==> src/rtl/d5m_stream_gen.sv <==
// D5M sensor-side stream generator: FVAL/LVAL/12-bit pixel timing with
// deterministic test patterns for driving the capture path without a camera.
module d5m_stream_gen #(
  parameter int unsigned H_ACTIVE = 640,
  parameter int unsigned V_ACTIVE = 480,
  parameter int unsigned H_BLANK  = 160,
  parameter int unsigned P1_BLANK = 4,
  parameter int unsigned P2_BLANK = 4,
  parameter int unsigned V_BLANK  = 800
) (
  input  logic        iCLK,
  input  logic        iRST_N,
  input  logic        iSTART,
  input  logic        iEND,
  input  logic [1:0]  iMODE,
  input  logic [11:0] iCONST,
  output logic [11:0] oDATA,
  output logic        oFVAL,
  output logic        oLVAL,
  output logic [15:0] oX_Cont,
  output logic [15:0] oY_Cont,
  output logic [15:0] oFrame_Cont,
  output logic        oBUSY
);

  localparam logic [15:0] H_LAST  = 16'(H_ACTIVE - 1);
  localparam logic [15:0] V_LAST  = 16'(V_ACTIVE - 1);
  localparam logic [15:0] HB_LAST = 16'(H_BLANK - 1);
  localparam logic [15:0] P1_LAST = 16'(P1_BLANK - 1);
  localparam logic [15:0] P2_LAST = 16'(P2_BLANK - 1);
  localparam logic [15:0] VB_LAST = 16'(V_BLANK - 1);

  typedef enum logic [2:0] {S_IDLE, S_PRE, S_LINE, S_HBL, S_POST, S_VBL} state_t;

  state_t      state, state_n;
  logic [15:0] cnt, cnt_n;
  logic [15:0] x_n, y_n;
  logic [15:0] frame_q, frame_n;
  logic [1:0]  mode_q, mode_n;
  logic [11:0] const_q, const_n;
  logic        stop_q, stop_n;
  logic [11:0] data_n;

  assign oFrame_Cont = frame_q;

  // Next-state values feed the output registers so every output changes
  // on the same edge as the state it belongs to.
  always_comb begin
    state_n = state;
    cnt_n   = cnt + 16'd1;
    x_n     = oX_Cont;
    y_n     = oY_Cont;
    frame_n = frame_q;
    mode_n  = mode_q;
    const_n = const_q;
    stop_n  = stop_q | (iEND && (state != S_IDLE));
    case (state)
      S_IDLE: begin
        cnt_n  = '0;
        stop_n = 1'b0;
        if (iSTART && !iEND) begin
          state_n = S_PRE;
          mode_n  = iMODE;
          const_n = iCONST;
          x_n     = '0;
          y_n     = '0;
        end
      end
      S_PRE: begin
        if (cnt == P1_LAST) begin
          state_n = S_LINE;
          cnt_n   = '0;
          x_n     = '0;
        end
      end
      S_LINE: begin
        if (cnt == H_LAST) begin
          cnt_n   = '0;
          state_n = (oY_Cont == V_LAST) ? S_POST : S_HBL;
        end else begin
          x_n = oX_Cont + 16'd1;
        end
      end
      S_HBL: begin
        if (cnt == HB_LAST) begin
          state_n = S_LINE;
          cnt_n   = '0;
          x_n     = '0;
          y_n     = oY_Cont + 16'd1;
        end
      end
      S_POST: begin
        if (cnt == P2_LAST) begin
          state_n = S_VBL;
          cnt_n   = '0;
          frame_n = frame_q + 16'd1;
        end
      end
      S_VBL: begin
        if (cnt == VB_LAST) begin
          cnt_n = '0;
          if (stop_n) begin
            state_n = S_IDLE;
            stop_n  = 1'b0;
            x_n     = '0;
            y_n     = '0;
          end else begin
            state_n = S_PRE;
            mode_n  = iMODE;
            const_n = iCONST;
            y_n     = '0;
          end
        end
      end
      default: state_n = S_IDLE;
    endcase

    data_n = '0;
    if (state_n == S_LINE) begin
      case (mode_n)
        2'd0:    data_n = x_n[11:0];
        2'd1:    data_n = (x_n[3] ^ y_n[3]) ? 12'hFFF : 12'h000;
        2'd2:    data_n = const_n;
        default: data_n = x_n[11:0] + y_n[11:0] + frame_n[11:0];
      endcase
    end
  end

  always_ff @(posedge iCLK) begin
    if (!iRST_N) begin
      state   <= S_IDLE;
      cnt     <= '0;
      frame_q <= '0;
      mode_q  <= '0;
      const_q <= '0;
      stop_q  <= 1'b0;
      oX_Cont <= '0;
      oY_Cont <= '0;
      oDATA   <= '0;
      oFVAL   <= 1'b0;
      oLVAL   <= 1'b0;
      oBUSY   <= 1'b0;
    end else begin
      state   <= state_n;
      cnt     <= cnt_n;
      frame_q <= frame_n;
      mode_q  <= mode_n;
      const_q <= const_n;
      stop_q  <= stop_n;
      oX_Cont <= x_n;
      oY_Cont <= y_n;
      oDATA   <= data_n;
      oFVAL   <= (state_n == S_PRE) || (state_n == S_LINE) ||
                 (state_n == S_HBL) || (state_n == S_POST);
      oLVAL   <= (state_n == S_LINE);
      oBUSY   <= (state_n != S_IDLE);
    end
  end

endmodule

==> config.mk <==
export PLATFORM = sky130hd
export DESIGN_NAME = d5m_stream_gen
export DESIGN_NICKNAME = d
export VERILOG_FILES = /design/src/rtl/d5m_stream_gen.sv
export SDC_FILE = /design/constraint.sdc
export NUM_CORES = 1
export LEC_CHECK = 0
export ABC_AREA = 1
export CAP_MARGIN = 20
export CORE_MARGIN = 1
export CORE_UTILIZATION = 30
export CTS_BUF_LIST = sky130_fd_sc_hd__clkbuf_8
export DETAILED_ROUTE_END_ITERATION = 7
export MAX_ROUTING_LAYER = met4
export PLACE_DENSITY_LB_ADDON = 0.05
export SETUP_SLACK_MARGIN = 0.3
export SLEW_MARGIN = 0
export SYNTH_ARGS = -nofsm -noshare
export SYNTH_HDL_FRONTEND = slang
export SYNTH_SLANG_ARGS = --single-unit
==> constraint.sdc <==
create_clock -name iCLK -period 3.9 [get_ports iCLK]
set_input_delay 0.975 -clock iCLK [delete_from_list [all_inputs] [get_ports iCLK]]
set_output_delay 0.975 -clock iCLK [all_outputs]
set_load 0.02 [all_outputs]
==> impl_metrics.json, run 1 <==
{
  "status": "finished, final reports clean",
  "ios": 81,
  "drv_cap": 0,
  "clk_pin_slew_worst_paths_ns": 0.10,
  "period_minus_slack_ns": 3.641,
  "gr-max-usage-layer": "met2",
  "fillers": 2248,
  "synth_seq_cells": 97,
  "min_period_over_period_pct": 93.36,
  "cp_max_fo": 4,
  "setup_violations": 0,
  "synthFlopType": "dfxtp_1",
  "diodes": 0,
  "htree_levels": 3,
  "rsz0062_at_grt": "true",
  "fin_ws_ns": 0.2589,
  "ys_warn_count": 0,
  "grt_max_degree": 48,
  "syn_area_per_cell_um2": 6.655,
  "wirelength_um": 22370,
  "use_met2_pct": 33.45,
  "wl_per_cell_um": 15.24,
  "hold_path.class": "flip-flop to flip-flop",
  "cts_tree": "built",
  "rows": 53,
  "synthTopCellsByCount": "nand2_1, inv_1, nor2_1, dfxtp_1, nand3_1",
  "synth.area.top_cells": "dfxtp_1, nand2_1, inv_1, nor2_1, nand3_1",
  "hold_violations": 0,
  "start_kind": "flip-flop",
  "power_leakage_nw": 4.237,
  "grt_pass1_vias": 6445,
  "fmaxAchievable_mhz": 274.6,
  "met1_usage_pct": 29.02,
  "place_congestion": 0.8853,
  "dieArea_um2": 21950,
  "skew_ns": 0.01215,
  "antenna_found_initial": 0,
  "synthDistinctLibCells": 59,
  "reg2reg_from": "cnt[0]",
  "worstPathRequired_ns": 4.21,
  "yosys.area.top_type_share_pct": 30.30,
  "clkLatencyLatePin_ns": 0.40,
  "critPathArrivalTime_ns": 3.95,
  "cts.sinks": 97,
  "critPathCaptureType": "flip-flop",
  "drc": 0,
  "synth_seq_area_share_pct": 30.30,
  "grtUsageMet3_pct": 2.025,
  "cp-startpoint": "cnt[0]",
  "slew_violations": 0,
  "ff2ff_path_depth": 22,
  "portBuffers": 80,
  "drtPass1Iterations": 5,
  "dp_slack_ns": -0.5950,
  "critPathKind": "flip-flop to flip-flop",
  "clockBufferDepth": 2,
  "async_flop_share_pct": 0,
  "ctsRootBufferMaster": "clkbuf_8",
  "syn_inst": 963,
  "syn_area_um2": 6409,
  "ir_drop_uv": 168.9,
  "via_per_inst": 4.700,
  "synth_nets": 1008,
  "synth.most_common_cell": "nand2_1",
  "layout.nets": 1233,
  "core-area_um2": 20960,
  "drive_gt1_share_pct": 29.51,
  "dp_hpwl_um": 17160,
  "grt_pass1_wl_um": 35000,
  "vias": 6899,
  "r2r_setup_slack_ns": 0.26,
  "cts_buffers": 9,
  "postRouteAntennaNets": 0,
  "grt_usage_pct": 21.33,
  "synth_edf_count": 0,
  "grt_overflow_total": 0,
  "die_h_um": 148.2,
  "start_util_pct": 30.58,
  "drtIter0Drc": 337,
  "die_w_um": 148.2,
  "crit_end": "oDATA[11]",
  "syn_to_final_growth_pct": 50.61,
  "yosysTopAreaCell": "dfxtp_1",
  "ctsHoldBuffers": 0,
  "relSlewSlack_pct": 57.18,
  "tightestPinTransition_ns": 0.6423,
  "r2r-end": "oDATA[11]",
  "setup-tns-final_ns": 0,
  "p_per_area_nw_per_um2": 211.1
}
how the worst min path moves through the flow:
| stage | start | end | slack [ns] | depth (start not counted) |
|---|---|---|---|---|
| 6_report | const_q[11] | const_q[11] | 0.48 | 2 |
| 5_1_grt | const_q[11] | const_q[11] | 0.51 | 2 |
| 4_1_cts | const_q[11] | const_q[11] | 0.48 | 2 |
| 3_5_place_dp | const_q[11] | const_q[11] | 0.47 | 2 |
| 3_3_place_gp | const_q[11] | const_q[11] | 0.46 | 2 |
| 2_1_floorplan | cnt[0] | cnt[0] | 0.42 | 1 |
state kept, by name (all words and copies together) (netlist names):
register     flops
cnt             16
oFrame_Cont     16
oFVAL            1
oX_Cont         16
oBUSY            1
mode_q           2
oY_Cont         16
oDATA           12
state            3
const_q         12
oLVAL            1
stop_q           1
critical path, stage by stage, from the launching register on:
cell,delay [ns]
dfxtp_2,0.37
ha_4,0.18
inv_4,0.04
nor4_4,0.30
buf_4,0.19
nand4_1,0.10
buf_6,0.16
nor3_2,0.13
xor2_1,0.29
fa_1,0.51
ha_4,0.33
nand2_2,0.10
o21ai_4,0.17
buf_4,0.13
nand2_1,0.05
nand3_2,0.08
nand4_1,0.09
nand2_1,0.11
inv_1,0.04
nand2_1,0.05
nand3_1,0.06
nand2_1,0.06
inv_1,0.03
power by group:
part / switching, W / leakage (nW) / internal (W)
Clock: 0.000405 / 0.124 / 0.000441
Combinational: 0.000112 / 3.32 / 0.0000757
Sequential: 0.00000442 / 0.790 / 0.000999
Total: 0.000522 / 4.24 / 0.00152
layer usage:
layer,part of all wire (%),vias to the layer above
met5,0,-
met4,1.3,0
met3,3.5,17
met2,46,142
met1,49,3232
li1,-,3508
kinds of logic (layout without fill, tap and decap cells):
family / Yosys count / count (layout) / share of synthesized area, %
and+or+nand+nor: 480 / 480 / 35.53
buffers and inverters: 206 / 436 / 12.44
DFF: 97 / 97 / 30.30
AOI/OAI and AO/OA: 127 / 127 / 11.50
adders and majority gates: 27 / 27 / 6.677
xor gates and xnor gates: 26 / 26 / 3.553
cells in the final DEF, fill, tap and decap left out, types with 9 or more instances in the layout:
cell type and count:
nor2_1 100, dfxtp_2 12, buf_4 123, nor2_4 19
o21ai_0 33, ha_4 10, nor2_2 14, nand4_1 19
buf_6 23, o21ai_1 15, xor2_1 14, dfxtp_1 84
o211ai_1 10, fa_1 11, clkbuf_8 10, nand3_1 65
inv_1 154, clkdlybuf4s50_1 78, nor3_1 9, a21oi_1 32
inv_2 30, nand2_2 17, nand3_2 13, nand2_1 178
what timing repair did:
item	in CTS	in global routing
endpoints found under the setup margin	9	10
pin swaps	33	59
gates resized for setup	79	121
gates cloned	0	0
setup buffers	28	13
area by class of cell:
cell class | instances | area (um2) | share of cell area (%)
Clock buffer | 10 | 137.6 | 1.426
Clock inverter | 6 | 106.4 | 1.102
Sequential cell | 97 | 1961 | 20.31
Timing Repair Buffer | 231 | 2073 | 21.48
Inverter | 189 | 723.2 | 7.493
Tap cell | 275 | 344.1 | 3.565
Multi-Input combinational cell | 660 | 4307 | 44.62
metrics by stage:
| step | hold WS [ns] | util, % | cells | cell area (um2) | power, W |
|---|---|---|---|---|---|
| after floorplan | 0.4175 | - | 963 | 6421 | 0.001126 |
| after global placement | 0.4642 | 39.83 | 1411 | 8346 | 0.001201 |
| after detailed placement | 0.4666 | 39.83 | 1411 | 8346 | 0.001201 |
| after CTS | 0.4834 | 43.47 | 1455 | 9109 | 0.002049 |
| after global routing | 0.5091 | 46.06 | 1468 | 9652 | 0.002114 |
| final | 0.4788 | 46.06 | 1468 | 9652 | 0.002038 |
(Power assumes the default switching activity.)
==> run 2: changes to the inputs <==
- clock period: 3.9 -> 4.5 ns (I/O delays scaled with it)
==> run 2 against run 1 <==
Wire length fell by 6.1%. Clock power is 25% lower. Power fell by 19%. Worst hold slack lost 0.021 ns. Flip-flop and latch count is the same. Utilization decreased by 6.1 points. Sequential share of layout area up 2.9 points.
==> impl_metrics.json, run 2 (synthesized netlist as in run 1, its figures left out) <==
{
  "status": "finished, final reports clean",
  "cts_buffers": 9,
  "wl_per_cell_um": 15.19,
  "postRouteAntennaNets": 0,
  "worstPathRequired_ns": 4.81,
  "power_w": 0.001655,
  "syn_to_final_growth_pct": 30.75,
  "vias": 6411,
  "drtPass1Iterations": 5,
  "setup_violations": 0,
  "critPathArrivalTime_ns": 4.15,
  "die_w_um": 148.2,
  "fillers": 2321,
  "wl_met1_um": 10590,
  "relSlewSlack_pct": 59.62,
  "min_period_over_period_pct": 85.46,
  "critPathBufInv": 5,
  "start_util_pct": 30.58,
  "clockBufferDepth": 2,
  "met2WireLength_um": 9507,
  "dieArea_um2": 21950,
  "die_h_um": 148.2,
  "grt_pass1_vias": 6087,
  "instances_no_fill": 1382,
  "cp_max_fo": 6,
  "ctsRootBufferMaster": "clkbuf_8",
  "grt_overflow_total": 0,
  "cts_tree": "built",
  "mostFrequentLayoutCells": "nand2_1, inv_1, nor2_1",
  "slew_violations": 0,
  "setup-tns-final_ns": 0,
  "grt_usage_pct": 20.25,
  "power_leakage_nw": 3.691,
  "layout_commonest_cell": "nand2_1",
  "period_minus_slack_ns": 3.846,
  "antenna_found_initial": 0,
  "path_cells": "ha_1 > inv_1 > nor2_1 > and3_1 > nand2_1 > nor3_2 > nand2_1 > xor2_1 > o22ai_1 > nor2_1 > fa_1 > inv_1 > ha_1 > a21o_1 > a31oi_1 > nand3_2 > inv_1 > nand2_1 > nand2_1 > inv_1 > nand2_1 > nand3_1 > nand2_1 > inv_1",
  "htree_levels": 3,
  "cpMaxStageDelayCell": "fa_1",
  "clk_pin_slew_worst_paths_ns": 0.11,
  "tightestPinTransition_ns": 0.6050,
  "numPlacedInstances": 1362,
  "highest_layer": "met4",
  "critPathTopFamily": "simple AND/OR/NAND/NOR gates",
  "drtIter0Drc": 381,
  "cts.sinks": 97,
  "ff2ff_path_depth": 24,
  "critPathCaptureType": "flip-flop",
  "core-area_um2": 20960,
  "crit_path_frequent_cell": "nand2_1",
  "drc": 0,
  "dr_wl_met3_um": 666,
  "hold_depth": 1,
  "skew_ns": 0.01433,
  "grt_pass1_wl_um": 32980,
  "via_per_inst": 4.639,
  "p_per_area_nw_per_um2": 197.5,
  "drive_gt1_share_pct": 16.98,
  "ios": 81,
  "rows": 53,
  "wirelength_um": 21000,
  "diodes": 0,
  "hold_violations": 0,
  "crit_cells": 24,
  "drv_cap": 0,
  "hold_path.class": "flip-flop to flip-flop",
  "grt_max_degree": 38,
  "dp_hpwl_um": 16620,
  "place_congestion": 0.8301,
  "portBuffers": 80,
  "critPathKind": "flip-flop to flip-flop",
  "clkLatencyLatePin_ns": 0.40,
  "start_kind": "flip-flop",
  "max_stage_delay_ns": 0.49,
  "fmaxAchievable_mhz": 260.0,
  "ir_drop_uv": 111.9,
  "rsz0062_at_grt": "false",
  "layout.nets": 1147
}
## run 2: layer usage
| layer | up-vias | global-route usage [%] |
|---|---|---|
| met1 | 2966 | 27.53 |
| met5 | - | - |
| met4 | 0 | 4.639 |
| met3 | 16 | 2.669 |
| met2 | 100 | 31.78 |
| li1 | 3329 | - |
## run 2: power by group
group	leakage (nW)	switching (W)	internal, W
clock network	0.105	0.000336	0.000302
logic	2.80	0.0000934	0.0000540
registers	0.784	0.00000397	0.000866
total	3.69	0.000433	0.00122
## run 2: worst paths after layout
| kind | slack, ns | endpoint | start |
|---|---|---|---|
| setup reg to reg | 0.65 | oDATA[11] | oY_Cont[0] |
| setup / recovery | 0.65 | oDATA[11] | oY_Cont[0] |
| hold reg to reg | 0.46 | cnt[0] | cnt[0] |
| hold / removal | 0.46 | cnt[0] | cnt[0] |
## run 2: worst reg2reg max path, delay by kind of cell, from the launching register on
family / cells / cell delay (ns)
AND/OR/NAND/NOR: 12 / 1.28
adder cells (fa/ha/maj): 3 / 1.09
AO/OA/AOI/OAI: 3 / 0.51
flip-flops: 1 / 0.47
buffers and inverters: 5 / 0.27
XOR/XNOR: 1 / 0.15
## run 2: layout make-up
type | instances | area [um2] | area share [%]
clock buffer | 12 | 165.2 | 1.971
clock inverter | 4 | 50.05 | 0.5973
inverter | 189 | 718.2 | 8.571
multi-input combinational | 660 | 3859 | 46.05
sequential | 97 | 1946 | 23.22
tap | 275 | 344.1 | 4.106
timing repair buffer | 145 | 1297 | 15.48
## run 2: per-stage QoR
stage	hold WS, ns	worst slack, ns	instance area [um2]	utilization (%)
2_1_floorplan	0.4175	0.6103	6409	-
3_3_place_gp	0.4398	-0.1278	7928	37.83
3_5_place_dp	0.4458	-0.1718	7928	37.83
4_1_cts	0.4626	0.2820	8149	38.89
5_1_grt	0.4779	0.3258	8379	39.99
6_report	0.4575	0.6543	8379	39.99
## run 2: repair_timing
action,in CTS,in global routing
gates resized for setup,2,56
setup endpoints to repair,2,9
hold buffers,0,0
buffers inserted,0,4
pin swaps,0,14
